`config.mk`:
```
export PLATFORM = sky130hd
export DESIGN_NAME = inst_loader
export DESIGN_NICKNAME = d
export VERILOG_FILES = /design/src/rtl/inst_loader.sv
export SDC_FILE = /design/constraint.sdc
export NUM_CORES = 1
export LEC_CHECK = 0
export ABC_AREA = 1
export ABC_CLOCK_PERIOD_IN_PS = 7140
export CORE_MARGIN = 3
export CORE_UTILIZATION = 55
export CTS_CLUSTER_DIAMETER = 40
export CTS_CLUSTER_SIZE = 28
export DETAILED_ROUTE_END_ITERATION = 6
export HOLD_SLACK_MARGIN = 0.05
export PLACE_DENSITY = 0.83
export SLEW_MARGIN = 20
export SYNTH_ARGS = -nofsm -noshare
export SYNTH_HDL_FRONTEND = slang
export SYNTH_SLANG_ARGS = --single-unit
```
`constraint.sdc`:
```
create_clock -name clk -period 7.14 [get_ports clk]
set_input_delay 1.428 -clock clk [delete_from_list [all_inputs] [get_ports clk]]
set_output_delay 1.428 -clock clk [all_outputs]
set_load 0.005 [all_outputs]
```
`src/rtl/inst_loader.sv`:
```
// Program loader and instruction store: assembles a framed byte stream into
// 32-bit words, verifies an XOR checksum and serves the processor fetch port.
module inst_loader #(
   parameter int DEPTH = 16,
   parameter int AW    = 4
) (
   input  logic          clk,
   input  logic          sys_rst_n,
   input  logic          start,
   input  logic [7:0]    in_byte,
   input  logic          in_valid,
   output logic          in_ready,
   input  logic          fetch_en,
   input  logic [AW-1:0] fetch_addr,
   output logic [31:0]   fetch_data,
   output logic          cpu_hold,
   output logic          prog_valid,
   output logic          load_done,
   output logic          err_len,
   output logic          err_csum,
   output logic [AW:0]   word_count
);

   localparam logic [31:0] HALT_INSN = 32'hD800_0000;
   localparam logic [7:0]  DEPTH_B   = 8'(DEPTH);

   typedef enum logic [2:0] {
      S_IDLE,
      S_LEN,
      S_DATA,
      S_CSUM,
      S_DONE,
      S_ERR
   } state_t;

   state_t        state_reg;
   logic [AW:0]   n_reg;
   logic [AW:0]   word_count_reg;
   logic [1:0]    byte_idx_reg;
   logic [23:0]   word_asm_reg;
   logic [7:0]    csum_reg;
   logic          in_ready_reg;
   logic          cpu_hold_reg;
   logic          prog_valid_reg;
   logic          load_done_reg;
   logic          err_len_reg;
   logic          err_csum_reg;

   logic [31:0]   mem [DEPTH];
   logic [31:0]   mem_rd_reg;
   logic          fetch_hit_reg;

   logic          accept;
   logic          len_bad;
   logic          wr_en;
   logic [31:0]   word_next;
   logic [AW:0]   count_inc;

   assign accept    = in_valid & in_ready_reg;
   assign len_bad   = (in_byte == 8'd0) || (in_byte > DEPTH_B);
   assign word_next = {word_asm_reg, in_byte};
   assign count_inc = word_count_reg + 1'b1;
   assign wr_en     = accept && (state_reg == S_DATA) && (byte_idx_reg == 2'd3);

   // Load sequencer; all status outputs are registered here.
   always_ff @(posedge clk) begin
      if (!sys_rst_n) begin
         state_reg      <= S_IDLE;
         n_reg          <= '0;
         word_count_reg <= '0;
         byte_idx_reg   <= '0;
         word_asm_reg   <= '0;
         csum_reg       <= '0;
         in_ready_reg   <= 1'b0;
         cpu_hold_reg   <= 1'b1;
         prog_valid_reg <= 1'b0;
         load_done_reg  <= 1'b0;
         err_len_reg    <= 1'b0;
         err_csum_reg   <= 1'b0;
      end else begin
         load_done_reg <= 1'b0;
         case (state_reg)
            S_IDLE, S_DONE, S_ERR: begin
               if (start) begin
                  state_reg      <= S_LEN;
                  in_ready_reg   <= 1'b1;
                  cpu_hold_reg   <= 1'b1;
                  prog_valid_reg <= 1'b0;
                  err_len_reg    <= 1'b0;
                  err_csum_reg   <= 1'b0;
                  word_count_reg <= '0;
                  byte_idx_reg   <= '0;
                  csum_reg       <= '0;
               end
            end
            S_LEN: begin
               if (accept) begin
                  if (len_bad) begin
                     state_reg    <= S_ERR;
                     err_len_reg  <= 1'b1;
                     in_ready_reg <= 1'b0;
                  end else begin
                     n_reg     <= in_byte[AW:0];
                     state_reg <= S_DATA;
                  end
               end
            end
            S_DATA: begin
               if (accept) begin
                  word_asm_reg <= word_next[23:0];
                  csum_reg     <= csum_reg ^ in_byte;
                  byte_idx_reg <= byte_idx_reg + 2'd1;
                  if (byte_idx_reg == 2'd3) begin
                     word_count_reg <= count_inc;
                     if (count_inc == n_reg) begin
                        state_reg <= S_CSUM;
                     end
                  end
               end
            end
            S_CSUM: begin
               if (accept) begin
                  in_ready_reg <= 1'b0;
                  if (in_byte == csum_reg) begin
                     state_reg      <= S_DONE;
                     prog_valid_reg <= 1'b1;
                     load_done_reg  <= 1'b1;
                     cpu_hold_reg   <= 1'b0;
                  end else begin
                     state_reg    <= S_ERR;
                     err_csum_reg <= 1'b1;
                  end
               end
            end
            default: begin
               state_reg    <= S_IDLE;
               in_ready_reg <= 1'b0;
               cpu_hold_reg <= 1'b1;
            end
         endcase
      end
   end

   // Instruction RAM: contents survive reset; a same-address read sees old data.
   always_ff @(posedge clk) begin
      if (wr_en) begin
         mem[word_count_reg[AW-1:0]] <= word_next;
      end
      if (fetch_en) begin
         mem_rd_reg <= mem[fetch_addr];
      end
   end

   // Hit flag decides at fetch time whether the RAM word or halt is returned.
   always_ff @(posedge clk) begin
      if (!sys_rst_n) begin
         fetch_hit_reg <= 1'b0;
      end else if (fetch_en) begin
         fetch_hit_reg <= prog_valid_reg && ({1'b0, fetch_addr} < word_count_reg);
      end
   end

   assign fetch_data = fetch_hit_reg ? mem_rd_reg : HALT_INSN;
   assign in_ready   = in_ready_reg;
   assign cpu_hold   = cpu_hold_reg;
   assign prog_valid = prog_valid_reg;
   assign load_done  = load_done_reg;
   assign err_len    = err_len_reg;
   assign err_csum   = err_csum_reg;
   assign word_count = word_count_reg;

endmodule

```
== Word-level counts from Yosys, hierarchy flattened ==
Memories as Yosys holds them, arrays and structs flattened. A register that Yosys moved wholly into a read port is not among the register bits.
Cells that the tools add are included.

* Add/subtract/negate cells: 2
* $lt $le $gt $ge: 2
* Eq/ne operators: 17
* Multiplexer cells: 41
* Bitwise logic cells: 5
* Reduce and logical (&&, ||, !) cells: 22

{| class="wikitable"
|+ Operators by type and width
! kind !! count
|-
| $mux 32 || 1
|-
| $mux 3 || 7
|-
| $reduce_and 4->1 || 5
|-
| $mux 1 || 17
|-
| $mux 8 || 2
|-
| $pmux 8 s2 || 1
|-
| $mux 5 || 3
|-
| $ne 2x2->1 const B || 7
|-
| $pmux 3 s4 || 1
|-
| $pmux 5 s2 || 1
|-
| $reduce_and 3->1 || 3
|-
| $eq 8x8->1 || 1
|-
| $gt 8x5->1 const B || 1
|-
| $logic_not 8->1 || 1
|-
| $xor 8x8->8 || 1
|-
| $eq 3x2->1 const B || 2
|-
| $eq 3x3->1 const B || 2
|-
| $pmux 1 s2 || 3
|-
| $reduce_and 6->1 || 1
|-
| $reduce_bool 2->1 || 3
|-
| $add 5x1->5 const B || 1
|-
| $eq 5x5->1 || 1
|-
| $lt 4x5->1 || 1
|-
| $reduce_and 5->1 || 1
|-
| other kinds (16) || 22
|}

* Flip-flop bits (word level): 54
* RAM bits: 512
* Input port bits: 17
* Output and inout port bits: 43
* Word-level logic and storage cells: 103
* Memories: 1

{| class="wikitable"
|+ Memory list
! name !! depth !! width !! read ports !! clocked after Yosys merged registers in !! write ports !! RTL line !! source
|-
| mem || 16 || 32 || 1 || 1 || 1 || 49 || <nowiki>logic [31:0] mem [DEPTH];</nowiki>
|}

== Longest topological paths before layout ==
Gate-level depths: netlist (run 1).

* Word-level depth: 6
* Depth in mapped cells: 13
* Depth with buffers taken out: 13

== Least setup slack after synthesis (run 1) ==
No wires, ideal clock.

* Kind: in2reg
* From: input in_valid
* To: memory mem[3][0] (enable)
* Setup time: 0.461 ns
* Arrival time: 4.218 ns
* Required time: 6.679 ns
* Setup slack: 2.461 ns
* Cell stages on the path: 6
* Path buffers: 0
* Cells stage by stage: nand2_1 nor2_4 inv_2 nor2_4 inv_1 nor3_1

* Longest elaborated chain between the ends: 5

{| class="wikitable"
|+ RTL lines
! what !! RTL line !! source
|-
| from (decl) || 11 || <nowiki>input logic in_valid,</nowiki>
|-
| $and 1x1->1 || 59 || <nowiki>assign accept = in_valid & in_ready_reg;</nowiki>
|-
| $logic_and 1x1->1 (2 in a row) || 63 || <nowiki>assign wr_en = accept && (state_reg == S_DATA) && (byte_idx_reg == 2'd3);</nowiki>
|-
| $mux 1 || 146 || <nowiki>if (wr_en) begin</nowiki>
|-
| $mux 1 (implied by the code) || 147 || <nowiki>mem[word_count_reg[AW-1:0]] <= word_next;</nowiki>
|-
| to (decl) || 49 ||
|}

Every way passes these cells.

== Final worst setup path (run 1) ==
* From: input in_valid
* To: memory mem[13][26] (enable)

Same word-level chain as after synthesis.

==> run_summary.xml, run 1 <==
<?xml version="1.0" encoding="UTF-8"?>
<metrics>
  <group name="placement">
    <metric name="detailed_place_hpwl" unit="um">28030</metric>
    <metric name="port_buffers" unit="">59</metric>
    <metric name="gp_congestion" unit="">0.8801</metric>
    <metric name="detailed_place.area" unit="um^2">24680</metric>
  </group>
  <group name="layout">
    <metric name="area_growth" unit="%">15.17</metric>
    <metric name="largest_register_ffs" unit="">512</metric>
    <metric name="num_antenna_cells" unit="">0</metric>
    <metric name="finish.net_count" unit="">1807</metric>
    <metric name="finish.utilization" unit="">0.6449</metric>
    <metric name="most_frequent_standard_cell_in_the_layout_excluding_fill_and_tap_cells" unit="">sky130_fd_sc_hd__edfxtp_1</metric>
    <metric name="drive_above_1_share" unit="">0.1003</metric>
    <metric name="finish.instance_area" unit="um^2">27230</metric>
    <metric name="final_cell_mix" unit="">sky130_fd_sc_hd__edfxtp_1 (544), sky130_fd_sc_hd__nor2_1 (248), sky130_fd_sc_hd__o21ai_0 (168)</metric>
  </group>
  <group name="logic_synthesis">
    <metric name="synth.area.top_cells" unit="">sky130_fd_sc_hd__edfxtp_1 (69%), sky130_fd_sc_hd__dfxtp_1 (4.6%), sky130_fd_sc_hd__mux2i_1 (4.1%)</metric>
    <metric name="mappedNetlistArea" unit="um^2">23640</metric>
    <metric name="synth_area_leader_cell" unit="">sky130_fd_sc_hd__edfxtp_1</metric>
    <metric name="syn-instance-count" unit="">1740</metric>
    <metric name="avgSynthCellArea" unit="um^2">13.59</metric>
    <metric name="synth-adder-area-share" unit="">0.004233</metric>
    <metric name="compound_gate_fraction_of_synth_area" unit="">0.1005</metric>
    <metric name="seq_area_frac_synth" unit="">0.7366</metric>
    <metric name="ys_warn_count" unit="">0</metric>
    <metric name="synthMuxAreaShare" unit="">0.04149</metric>
    <metric name="synth.ff_latch_count" unit="">598</metric>
    <metric name="synth_largest_type_area_fraction" unit="">0.6909</metric>
    <metric name="synth_simple_gate_area_frac" unit="">0.08319</metric>
    <metric name="syn-num-nets" unit="">1765</metric>
    <metric name="synth_cell_type_count" unit="">34</metric>
    <metric name="synthXorXnorAreaFrac" unit="">0</metric>
    <metric name="synth_top_family_by_area" unit="">compound AO/OA/AOI/OAI gates</metric>
  </group>
  <group name="grt">
    <metric name="grt_pass1_vias" unit="">14610</metric>
    <metric name="antenna_found_initial" unit="">0</metric>
    <metric name="global_route_wire_length_before_repair" unit="um">81360</metric>
    <metric name="grt_overflow" unit="">0</metric>
    <metric name="groute.usage.overall" unit="">0.2316</metric>
    <metric name="pin_count_of_the_biggest_net_entering_global_routing" unit="">175</metric>
  </group>
  <group name="cts">
    <metric name="ctsHoldBuffers" unit="">0</metric>
    <metric name="cts_max_path_buffers" unit="">3</metric>
    <metric name="clkSlewWorstSetupHoldPaths" unit="ns">0.06</metric>
    <metric name="post_cts_setup_driven_buffer_insertion_count" unit="">0</metric>
    <metric name="numCtsBuffers" unit="">66</metric>
    <metric name="htree_num_levels" unit="">3</metric>
    <metric name="cts.sink_count" unit="">598</metric>
    <metric name="post_cts_resized" unit="">0</metric>
    <metric name="cts_root_buffer" unit="">sky130_fd_sc_hd__clkbuf_16</metric>
    <metric name="cts_tree" unit="">yes</metric>
    <metric name="clk_lat_worst_skew" unit="ns">0.59</metric>
  </group>
  <group name="setup_path">
    <metric name="cp_data_arrival_time" unit="ns">4.35</metric>
    <metric name="ff2ff_path_depth" unit="">8</metric>
    <metric name="crit_path_end_kind" unit="">register</metric>
    <metric name="critical_path_required" unit="ns">7.33</metric>
    <metric name="r2r-end" unit="">mem[13][26]$_DFFE_PP_</metric>
    <metric name="critical_path_peak_fanout" unit="">33</metric>
    <metric name="regToRegSetupSlack" unit="ns">3.42</metric>
    <metric name="worstSetupPathType" unit="">in2reg</metric>
    <metric name="setup.worst_path.start_class" unit="">input pin</metric>
    <metric name="regToRegStartpoint" unit="">state_reg[1]$_SDFFE_PN0P_</metric>
  </group>
  <group name="sta">
    <metric name="slew_violations" unit="">0</metric>
    <metric name="min_period" unit="ns">4.164</metric>
    <metric name="skew" unit="ns">0.03205</metric>
    <metric name="post_route_setup_tns" unit="ns">0</metric>
    <metric name="rsz0062_at_grt" unit="">false</metric>
    <metric name="hold-worst-slack" unit="ns">0.4770</metric>
    <metric name="achievable-frequency" unit="GHz">0.2402</metric>
    <metric name="timing_worst_slew_pin_value" unit="ns">1.130</metric>
    <metric name="post-route-period-util" unit="">0.5832</metric>
    <metric name="finalHoldViolations" unit="">0</metric>
    <metric name="final-setup-viol-count" unit="">0</metric>
    <metric name="max_slew_margin" unit="">0.2464</metric>
  </group>
  <group name="drt">
    <metric name="drt.antenna.violating_nets" unit="">0</metric>
    <metric name="num_vias" unit="">14868</metric>
    <metric name="route.detailed.drc" unit="">1</metric>
    <metric name="initialDrtViolationCount" unit="">1872</metric>
    <metric name="route.final.wire_length" unit="um">53100</metric>
    <metric name="drt-wirelength-per-cell" unit="um">22.38</metric>
    <metric name="viasPerCell" unit="">6.265</metric>
    <metric name="dr.pass1.iters" unit="">7</metric>
  </group>
  <group name="min_path">
    <metric name="timing.hold.worst_path_depth" unit="">2</metric>
    <metric name="hold_end" unit="">err_csum$_SDFFE_PN0P_</metric>
    <metric name="hp-class" unit="">reg2reg</metric>
    <metric name="worst_hold_startpoint" unit="">err_csum$_SDFFE_PN0P_</metric>
  </group>
  <group name="die">
    <metric name="die_area" unit="um^2">45510</metric>
    <metric name="core_area" unit="um^2">42230</metric>
    <metric name="die-width" unit="um">213.3</metric>
    <metric name="dieHeight" unit="um">213.3</metric>
    <metric name="io_pins" unit="">60</metric>
    <metric name="start_util" unit="">0.5599</metric>
    <metric name="row_count" unit="">75</metric>
  </group>
  <group name="status">
    <metric name="run_status" unit="">finished, violations left</metric>
    <metric name="failed_checks" unit="">DRC</metric>
  </group>
  <group name="power">
    <metric name="worst_ir_drop_vdd" unit="uV">249.8</metric>
    <metric name="power.static_leakage" unit="nW">9.545</metric>
    <metric name="pwr_density_cell" unit="nW/um^2">295.8</metric>
  </group>
  <group name="run">
    <metric name="cap_viol_max_count" unit="">0</metric>
  </group>
</metrics>
==> power by group <==
part / switching, mW / internal, mW
sequential: 0.0815 / 3.87
clock: 1.49 / 2.02
combinational: 0.402 / 0.189
==> critical path, cell delays in order <==
cell and delay (ns):
sky130_fd_sc_hd__clkdlybuf4s50_1 0.46, sky130_fd_sc_hd__nand2_1 0.17, sky130_fd_sc_hd__nor2_4 0.58, sky130_fd_sc_hd__inv_2 0.33
sky130_fd_sc_hd__nor2_4 0.20, sky130_fd_sc_hd__nand2_1 0.26, sky130_fd_sc_hd__nor2_4 0.88
==> final cells by class <==
cell class	count	area, um^2
clock buffers	74	1809
clock inverters	46	511.7
repair buffers	85	982.2
fillers	2771	15000
multi-input cells	952	5537
flip-flops and latches	598	17420
well taps	539	674.4
inverters	79	299.0
==> per-layer routing <==
metal  part of all wire  up-vias  GRT usage  routed length (um)
li1                   -     6614          -                   -
met1               0.38     7268     0.3109               20340
met2               0.49      842     0.3815               26040
met3              0.092      144    0.03877                4881
met4              0.035        0    0.09754                1848
met5                  0        -          0                   0
==> cells in the mapped netlist (all sizes together) <==
master and count:
o221ai 98, nand4 8, a21oi 35, ha 8, a211oi 2, nand3 47, a31oi 2, or2 1
clkbuf 74, o22ai 4, dfxtp 54, nand2 141, buf 37, mux2i 98, edfxtp 544, o2111ai 2
o21ai 168, o32ai 26, o211ai 26, nor2 267, clkinv 2, nor3 18, inv 77, nand3b 1
==> kinds of logic (layout without fill, tap and decap cells) <==
kind of cell             Yosys count  count (layout)
adder cells (fa/ha/maj)            8               8
AO/OA/AOI/OAI                    363             363
AND/OR/NAND/NOR                  483             483
multiplexers                      98              98
buffers and inverters            190             284
flip-flops                       598             598
==> metrics by stage <==
step,total power [mW],worst slack (ns),cells
final,8.054,2.976,2373
after global routing,8.309,2.710,2373
after CTS,8.067,2.968,2364
after detailed placement,4.598,2.376,2244
after global placement,4.573,2.495,2242
after floorplan,4.415,2.461,1740
==> how the worst max path moves through the flow <==
stage	start	slack, ns	end
floorplan	in_valid	2.46	mem[3][0]$_DFFE_PP_
CTS	in_valid	2.97	mem[6][26]$_DFFE_PP_
global route	in_valid	2.71	mem[13][10]$_DFFE_PP_
detailed placement	in_valid	2.38	mem[2][24]$_DFFE_PP_
global placement	in_valid	2.49	mem[9][12]$_DFFE_PP_
finish	in_valid	2.98	mem[13][26]$_DFFE_PP_
No activity file was read; power rests on OpenSTA's default activity.
==> run 2, diff against run 1 <==
- ABC_CLOCK_PERIOD_IN_PS: 7140 -> 4100
- clock period: 7.14 -> 4.1 ns (I/O delays scaled with it)
==> run 2 against run 1 <==
Net effect:
- the run now ends clean
- flip-flop and latch count did not move
- utilization fell by 0.57 points
- largest cell class unchanged
- critical path depth fell by 4
- critical endpoint is now fetch_data[24]
- non-clock buffer count rose by 15
- hold slack improved by 0.0055 ns
- setup slack got worse by 1.9 ns
- routed wire length rose by 2.8%
- register-to-register slack got worse by 2.3 ns
- sequential power rose by 74%
- largest power group unchanged
- clock power rose by 56%
==> run_summary.xml, run 2 (synthesis gave the netlist of run 1 again) <==
<?xml version="1.0" encoding="UTF-8"?>
<metrics>
  <group name="status">
    <metric name="run_status" unit="">finished, final reports clean</metric>
  </group>
  <group name="drt">
    <metric name="drt.antenna.violating_nets" unit="">0</metric>
    <metric name="route.final.wire_length" unit="um">54580</metric>
    <metric name="initialDrtViolationCount" unit="">1988</metric>
    <metric name="route.detailed.drc" unit="">0</metric>
    <metric name="viasPerCell" unit="">6.274</metric>
    <metric name="dr.pass1.iters" unit="">6</metric>
    <metric name="num_vias" unit="">14907</metric>
    <metric name="drt-wirelength-per-cell" unit="um">22.97</metric>
  </group>
  <group name="layout">
    <metric name="num-fill-cells" unit="">2793</metric>
    <metric name="final_cell_mix" unit="">sky130_fd_sc_hd__edfxtp_1 (544), sky130_fd_sc_hd__nor2_1 (248), sky130_fd_sc_hd__o21ai_0 (168)</metric>
    <metric name="area_growth" unit="%">14.15</metric>
    <metric name="layout.area.seq" unit="um^2">17420</metric>
    <metric name="drive_above_1_share" unit="">0.1013</metric>
    <metric name="multi_input_comb_area" unit="um^2">5537</metric>
    <metric name="most_frequent_standard_cell_in_the_layout_excluding_fill_and_tap_cells" unit="">sky130_fd_sc_hd__edfxtp_1</metric>
    <metric name="finish.net_count" unit="">1813</metric>
    <metric name="finish.utilization" unit="">0.6391</metric>
    <metric name="num_antenna_cells" unit="">0</metric>
    <metric name="largest_register_ffs" unit="">512</metric>
  </group>
  <group name="grt">
    <metric name="grt_pass1_vias" unit="">14614</metric>
    <metric name="global_route_wire_length_before_repair" unit="um">83830</metric>
    <metric name="antenna_found_initial" unit="">0</metric>
    <metric name="grt_overflow" unit="">0</metric>
    <metric name="groute.usage.overall" unit="">0.2396</metric>
    <metric name="pin_count_of_the_biggest_net_entering_global_routing" unit="">141</metric>
  </group>
  <group name="sta">
    <metric name="max_slew_margin" unit="">0.3569</metric>
    <metric name="post-route-period-util" unit="">0.7419</metric>
    <metric name="achievable-frequency" unit="GHz">0.3287</metric>
    <metric name="finalHoldViolations" unit="">0</metric>
    <metric name="final-setup-viol-count" unit="">0</metric>
    <metric name="timing_worst_slew_pin_value" unit="ns">0.9647</metric>
    <metric name="post_route_setup_tns" unit="ns">0</metric>
    <metric name="skew" unit="ns">0.03969</metric>
    <metric name="rsz0062_at_grt" unit="">false</metric>
    <metric name="min_period" unit="ns">3.042</metric>
    <metric name="slew_violations" unit="">0</metric>
  </group>
  <group name="power">
    <metric name="worst_ir_drop_vdd" unit="uV">370.6</metric>
    <metric name="totalPowerFinal" unit="mW">13.41</metric>
    <metric name="pwr_density_cell" unit="nW/um^2">497.0</metric>
    <metric name="power.static_leakage" unit="nW">9.444</metric>
  </group>
  <group name="setup_path">
    <metric name="crit_path_end_kind" unit="">primary output</metric>
    <metric name="critical_path.cell_chain" unit="">nand2_1 &gt; inv_1 &gt; clkdlybuf4s50_1</metric>
    <metric name="critical_path_peak_fanout" unit="">33</metric>
    <metric name="setup.worst_path.start_class" unit="">register</metric>
    <metric name="cp_slowest_stage_delay" unit="ns">0.87</metric>
    <metric name="critical_path_required" unit="ns">3.28</metric>
    <metric name="critPathSlowestCell" unit="">sky130_fd_sc_hd__dfxtp_2</metric>
    <metric name="worstSetupPathType" unit="">reg2out</metric>
    <metric name="cp_data_arrival_time" unit="ns">2.22</metric>
  </group>
  <group name="die">
    <metric name="die_area" unit="um^2">45510</metric>
    <metric name="core_area" unit="um^2">42230</metric>
    <metric name="start_util" unit="">0.5599</metric>
    <metric name="dieHeight" unit="um">213.3</metric>
    <metric name="io_pins" unit="">60</metric>
    <metric name="row_count" unit="">75</metric>
    <metric name="die-width" unit="um">213.3</metric>
  </group>
  <group name="cts">
    <metric name="cts_tree" unit="">yes</metric>
    <metric name="htree_num_levels" unit="">2</metric>
    <metric name="clk_lat_worst_skew" unit="ns">0.63</metric>
    <metric name="post_cts_resized" unit="">0</metric>
    <metric name="ctsHoldBuffers" unit="">0</metric>
    <metric name="numCtsBuffers" unit="">57</metric>
    <metric name="cts_max_path_buffers" unit="">3</metric>
    <metric name="post_cts_setup_driven_buffer_insertion_count" unit="">0</metric>
    <metric name="cts.sink_count" unit="">598</metric>
    <metric name="cts_root_buffer" unit="">sky130_fd_sc_hd__clkbuf_16</metric>
    <metric name="clkSlewWorstSetupHoldPaths" unit="ns">0.07</metric>
  </group>
  <group name="min_path">
    <metric name="hp-class" unit="">reg2reg</metric>
  </group>
  <group name="placement">
    <metric name="detailed_place_hpwl" unit="um">31220</metric>
    <metric name="port_buffers" unit="">59</metric>
    <metric name="gp_congestion" unit="">0.9131</metric>
  </group>
  <group name="run">
    <metric name="cap_viol_max_count" unit="">0</metric>
  </group>
</metrics>
-- run 2: changes by cell type in the layout (fill, tap and decap cells not counted), sizes merged --
| cell | delta |
|---|---|
| buf | +15 |
| bufinv | -2 |
| clkbuf | -15 |
| clkdlybuf4s50 | +1 |
| clkinv | -4 |
| clkinvlp | +1 |
| inv | +7 |
-- run 2: critical path: cells and delay by family, from the launching register on --
kind / cells / cell delay (ns)
DFF: 1 / 0.87
buffers and inverters: 2 / 0.59
and+or+nand+nor: 1 / 0.15
-- run 2: layout make-up --
cell class                 count  area share
sequential                   598      0.6454
inverter                      79     0.01108
clock buffer                  60     0.05364
timing repair buffer         100     0.03815
clock inverter                48     0.02160
tap                          539     0.02499
multi-input combinational    952      0.2051
-- run 2: path summary, 6_finish.rpt --
| path | slack [ns] | startpoint | depth (start not counted) | end |
|---|---|---|---|---|
| max | 1.06 | fetch_hit_reg$_SDFFE_PN0P_ | 3 | fetch_data[24] |
| max reg2reg | 1.11 | state_reg[1]$_SDFFE_PN0P_ | 9 | mem[4][15]$_DFFE_PP_ |
| min | 0.48 | err_csum$_SDFFE_PN0P_ | 2 | err_csum$_SDFFE_PN0P_ |
| min reg2reg | 0.48 | err_csum$_SDFFE_PN0P_ | 2 | err_csum$_SDFFE_PN0P_ |
-- run 2: routing by layer --
layer / track usage / wire length (um) / up-vias
li1: - / - / 6611
met1: 0.3307 / 20970 / 7304
met2: 0.3970 / 27010 / 874
met3: 0.03307 / 4917 / 118
met4: 0.08706 / 1684 / 0
met5: 0 / 0 / -
-- run 2: per-stage QoR --
step	hold slack [ns]	instance area, um^2	instances	setup slack [ns]
5_1_grt	0.5039	26990	2376	0.9246
2_1_floorplan	0.4542	23640	1740	0.02935
6_report	0.4826	26990	2376	1.058
3_5_place_dp	0.4579	24960	2268	0.7392
4_1_cts	0.4813	26990	2376	0.9715
3_3_place_gp	0.4598	24960	2268	0.8182
-- run 2: report_power, final --
part	internal (mW)	switching [mW]
combinational	0.339	0.711
clock	2.86	2.62
sequential	6.74	0.146
total	9.93	3.48
==> run 3, diff against run 2 <==
- ABC_CLOCK_PERIOD_IN_PS: 4100 -> 2700
- PLACE_DENSITY: 0.83 -> 0.86
- clock period: 4.1 -> 2.7 ns (I/O delays scaled with it)
==> run 3 against run 2 <==
Net effect:
- via count up 1.8%
- sequential power up 52%
- setup slack worse by 0.80 ns
- clock-buffer cell count up 1
- cell count up 0.80%
- clock skew down 0.0020 ns
- sequential share of layout area down 0.98 points
- hold slack worse by 0.31 ns
- clock power up 59%
- final area up 1.5%
- global-route usage up 0.97 points
- critical endpoint is now fetch_data[6]
- highest routed layer is now met5
==> run_summary.xml, run 3 (synthesis gave the netlist of run 1 again) <==
<?xml version="1.0" encoding="UTF-8"?>
<metrics>
  <group name="layout">
    <metric name="finish.instance_area" unit="um^2">27410</metric>
    <metric name="most_frequent_standard_cell_in_the_layout_excluding_fill_and_tap_cells" unit="">sky130_fd_sc_hd__edfxtp_1</metric>
    <metric name="largest_register_ffs" unit="">512</metric>
    <metric name="drive_above_1_share" unit="">0.1105</metric>
    <metric name="final_cell_mix" unit="">sky130_fd_sc_hd__edfxtp_1 (544), sky130_fd_sc_hd__nor2_1 (248), sky130_fd_sc_hd__o21ai_0 (168)</metric>
    <metric name="multi_input_comb_area" unit="um^2">5555</metric>
    <metric name="num-fill-cells" unit="">2696</metric>
    <metric name="finish.net_count" unit="">1831</metric>
    <metric name="layout.area.seq" unit="um^2">17420</metric>
    <metric name="area_growth" unit="%">15.91</metric>
    <metric name="num_antenna_cells" unit="">0</metric>
    <metric name="finish.utilization" unit="">0.6490</metric>
  </group>
  <group name="die">
    <metric name="die_area" unit="um^2">45510</metric>
    <metric name="dieHeight" unit="um">213.3</metric>
    <metric name="die-width" unit="um">213.3</metric>
    <metric name="start_util" unit="">0.5599</metric>
    <metric name="row_count" unit="">75</metric>
    <metric name="core_area" unit="um^2">42230</metric>
    <metric name="io_pins" unit="">60</metric>
  </group>
  <group name="sta">
    <metric name="timing_worst_slew_pin_value" unit="ns">0.9279</metric>
    <metric name="achievable-frequency" unit="GHz">0.4100</metric>
    <metric name="slew_violations" unit="">0</metric>
    <metric name="finalHoldViolations" unit="">0</metric>
    <metric name="min_period" unit="ns">2.439</metric>
    <metric name="max_slew_margin" unit="">0.3805</metric>
    <metric name="final-setup-viol-count" unit="">0</metric>
    <metric name="skew" unit="ns">0.03766</metric>
    <metric name="post-route-period-util" unit="">0.9035</metric>
    <metric name="rsz0062_at_grt" unit="">false</metric>
  </group>
  <group name="status">
    <metric name="run_status" unit="">finished, final reports clean</metric>
  </group>
  <group name="setup_path">
    <metric name="endpoint" unit="">fetch_data[6]</metric>
    <metric name="worstSetupPathType" unit="">reg2out</metric>
    <metric name="critical_path_peak_fanout" unit="">16</metric>
    <metric name="critPathSlowestCell" unit="">sky130_fd_sc_hd__clkdlybuf4s50_1</metric>
    <metric name="regToRegStartpoint" unit="">state_reg[1]$_SDFFE_PN0P_</metric>
    <metric name="setup.worst_path.start_class" unit="">register</metric>
    <metric name="crit_path_end_kind" unit="">primary output</metric>
    <metric name="cp_data_arrival_time" unit="ns">1.90</metric>
    <metric name="regToRegSetupSlack" unit="ns">0.51</metric>
    <metric name="ff2ff_path_depth" unit="">9</metric>
    <metric name="r2r-end" unit="">mem[7][28]$_DFFE_PP_</metric>
    <metric name="cp_slowest_stage_delay" unit="ns">0.51</metric>
    <metric name="critical_path_origin" unit="">fetch_hit_reg$_SDFFE_PN0P_</metric>
    <metric name="critical_path.cell_chain" unit="">buf_4 &gt; nand2_1 &gt; inv_1 &gt; clkdlybuf4s50_1</metric>
    <metric name="critical_path_required" unit="ns">2.16</metric>
  </group>
  <group name="cts">
    <metric name="ctsHoldBuffers" unit="">0</metric>
    <metric name="cts_max_path_buffers" unit="">3</metric>
    <metric name="post_cts_setup_driven_buffer_insertion_count" unit="">0</metric>
    <metric name="numCtsBuffers" unit="">58</metric>
    <metric name="htree_num_levels" unit="">2</metric>
    <metric name="clk_lat_worst_skew" unit="ns">0.64</metric>
    <metric name="cts_tree" unit="">yes</metric>
    <metric name="cts_root_buffer" unit="">sky130_fd_sc_hd__clkbuf_16</metric>
    <metric name="clkSlewWorstSetupHoldPaths" unit="ns">0.07</metric>
    <metric name="post_cts_resized" unit="">0</metric>
    <metric name="cts.sink_count" unit="">598</metric>
  </group>
  <group name="run">
    <metric name="cap_viol_max_count" unit="">0</metric>
  </group>
  <group name="drt">
    <metric name="drt.antenna.violating_nets" unit="">0</metric>
    <metric name="viasPerCell" unit="">6.333</metric>
    <metric name="highest_layer" unit="">met5</metric>
    <metric name="routedLengthMet1" unit="um">19650</metric>
    <metric name="drt-wirelength-per-cell" unit="um">23.51</metric>
    <metric name="dr.pass1.iters" unit="">6</metric>
    <metric name="num_vias" unit="">15168</metric>
    <metric name="dr_wl_met2" unit="um">28420</metric>
    <metric name="route.detailed.drc" unit="">0</metric>
    <metric name="initialDrtViolationCount" unit="">1758</metric>
    <metric name="route.final.wire_length" unit="um">56310</metric>
    <metric name="met3RoutedLength" unit="um">5661</metric>
  </group>
  <group name="placement">
    <metric name="detailed_place.area" unit="um^2">25280</metric>
    <metric name="detailed_place_hpwl" unit="um">31090</metric>
    <metric name="port_buffers" unit="">59</metric>
    <metric name="gp_congestion" unit="">0.8625</metric>
  </group>
  <group name="grt">
    <metric name="antenna_found_initial" unit="">1</metric>
    <metric name="pin_count_of_the_biggest_net_entering_global_routing" unit="">96</metric>
    <metric name="grt_overflow" unit="">0</metric>
    <metric name="grt_pass1_vias" unit="">15291</metric>
    <metric name="groute.usage.overall" unit="">0.2494</metric>
    <metric name="global_route_wire_length_before_repair" unit="um">86420</metric>
  </group>
  <group name="power">
    <metric name="worst_ir_drop_vdd" unit="uV">647.9</metric>
    <metric name="power.static_leakage" unit="nW">9.663</metric>
    <metric name="pwr_density_cell" unit="nW/um^2">762.5</metric>
  </group>
  <group name="min_path">
    <metric name="hp-class" unit="">in2reg</metric>
  </group>
</metrics>
-- run 3: changes by cell type in the layout (fill, tap and decap cells not counted), sizes merged --
cell      previous run  this run
buf                 46        63
inv                104       108
bufinv               1         4
clkinv              16        13
clkinvlp             6         3
clkbuf              60        61
-- run 3: where the power goes --
group          leakage [nW]  switching (mW)  internal [mW]
registers              5.52           0.224           10.2
logic                  3.11            1.14          0.561
clock network          1.03            4.04           4.70
-- run 3: cell type report --
| type | count | area share |
|---|---|---|
| Sequential cell | 598 | 0.6356 |
| Multi-Input combinational cell | 952 | 0.2027 |
| Clock buffer | 61 | 0.05415 |
| Timing Repair Buffer | 117 | 0.04862 |
| Tap cell | 539 | 0.02461 |
| Clock inverter | 49 | 0.02342 |
| Inverter | 79 | 0.01091 |
-- run 3: worst max-delay path: cells and delay by family (launching register included) --
family                 cells  cell delay [ns]
DFF                        1             0.34
buffers and inverters      3             0.84
and+or+nand+nor            1             0.10
-- run 3: metal layers --
metal  vias up  GRT usage
met5         -          0
met4         2     0.1226
met3       197    0.04916
met2       961     0.4230
met1      7350     0.3105
li1       6658          -
-- run 3: how the worst min path moves through the flow --
| stage | start | to | slack (ns) | depth (start not counted) |
|---|---|---|---|---|
| after floorplan | byte_idx_reg[1]$_SDFFE_PN0P_ | byte_idx_reg[1]$_SDFFE_PN0P_ | 0.45 | 2 |
| after global placement | err_csum$_SDFFE_PN0P_ | err_csum$_SDFFE_PN0P_ | 0.46 | 2 |
| after detailed placement | err_csum$_SDFFE_PN0P_ | err_csum$_SDFFE_PN0P_ | 0.47 | 2 |
| after CTS | fetch_en | mem_rd_reg[30]$_DFFE_PP_ | 0.17 | 1 |
| after global routing | fetch_en | mem_rd_reg[30]$_DFFE_PP_ | 0.17 | 1 |
| final | fetch_en | mem_rd_reg[30]$_DFFE_PP_ | 0.17 | 1 |
-- run 3: through the flow --
stage / hold slack [ns] / TNS [ns] / power, mW / worst slack [ns] / cells
4_1_cts: 0.1652 / 0 / 20.92 / 0.2160 / 2395
2_1_floorplan: 0.4542 / -127.60 / 11.68 / -0.2854 / 1740
5_1_grt: 0.1726 / 0 / 21.49 / 0.1834 / 2395
6_report: 0.1738 / 0 / 20.90 / 0.2607 / 2395
3_3_place_gp: 0.4594 / 0 / 12.19 / 0.2483 / 2285
3_5_place_dp: 0.4729 / 0 / 12.27 / 0.1725 / 2285
==> variant, RTL diff (flow settings as in run 2) <==
The parameter `DEPTH` goes from 16 to 32.
--- a/src/rtl/inst_loader.sv
+++ b/src/rtl/inst_loader.sv
@@ -3,3 +3,3 @@
 module inst_loader #(
-   parameter int DEPTH = 16,
+   parameter int DEPTH = 32,
    parameter int AW    = 4
Formal check against the unedited RTL: not equivalent (a bounded check fails within 4 cycles, from zero or initial values and one cycle with sys_rst_n low).
==> variant against run 2 <==
The run now ends with DRC left. Largest cell class unchanged. Global-route usage increased by 1.2 points. Highest routed layer unchanged. Setup slack worse by 0.26 ns. Combinational power increased by 17%. Register-to-register slack got worse by 0.16 ns. Sequential cell count did not move. Synthesized area about the same. Total power increased by 3.6%. Critical endpoint is now fetch_data[14]. Wire length rose by 4.5%. Design area increased by 0.37%.
==> variant: results <==
logic_synthesis:
  synthMuxAreaShare: 0.0373
  seq_area_frac_synth: 0.737
  yosys-top-cells-area: "edfxtp_1 (69%), nor2_1 (4.6%), dfxtp_1 (4.6%)"
  synthXorXnorAreaFrac: 0.00296
  syn_inst: 1722
  synth_compound_area_frac: 0.108
  yosys.area_share.adder: 0.00423
pwr:
  netSwitchingFraction: 0.260
  internal-power_mw: 10.3
  pwr-share-seq: 0.500
  leakage_nw: 9.05
  ir_drop_mv: 0.421
status:
  outcome: "finished, violations left"
  violations: "DRC"
floorplan:
  die_w_um: 213
placed_design:
  gp_congestion: 0.825
  placed_cells: 2242
  place_hpwl_um: 30300
global_routing:
  grt_max_degree: 132
  grt_usage: 0.251
  grt_pass1_wl_um: 86500
  grt_pass1_vias: 14867
route:
  met3WireLength_um: 6400
  routed_wl_um: 57000
  wl_met2_um: 27700
  viasPerCell: 6.40
  drc: 20
cts:
  cts_made_buffers: 59
sta:
  skew_ns: 0.0169
  tightest_slew_ns: 1.12
hold_path:
  hp-start: "err_len"
finish:
  drive_gt1_frac: 0.102
  fin_nets: 1789
critical_path:
  slowest_delay_ns: 0.97
-- variant: routing by layer --
metal	global-route usage	up-vias
li1	-	6568
met2	0.403	1033
met5	0	-
met4	0.108	0
met1	0.342	7305
met3	0.0483	162
-- variant: path summary, 6_finish.rpt --
kind / end / cells past startpoint / slack, ns
max: fetch_data[14] / 3 / 0.79
min: err_len / 2 / 0.46
max reg2reg: mem[3][6] / 9 / 0.95
min reg2reg: err_len / 2 / 0.46
-- variant: area by class of cell --
| type | instances | area, um^2 |
|---|---|---|
| Sequential cell | 598 | 17400 |
| Multi-Input combinational cell | 946 | 5590 |
| Timing Repair Buffer | 94 | 1040 |
| Fill cell | 2807 | 15100 |
| Clock inverter | 49 | 583 |
| Inverter | 65 | 246 |
| Tap cell | 539 | 674 |
| Clock buffer | 62 | 1530 |
-- variant: cell families after synthesis --
group,count (synthesis)
flops,598
compound gates,379
buf+inv,178
xor+xnor,8
fa+ha+maj,8
simple gates,463
mux,88
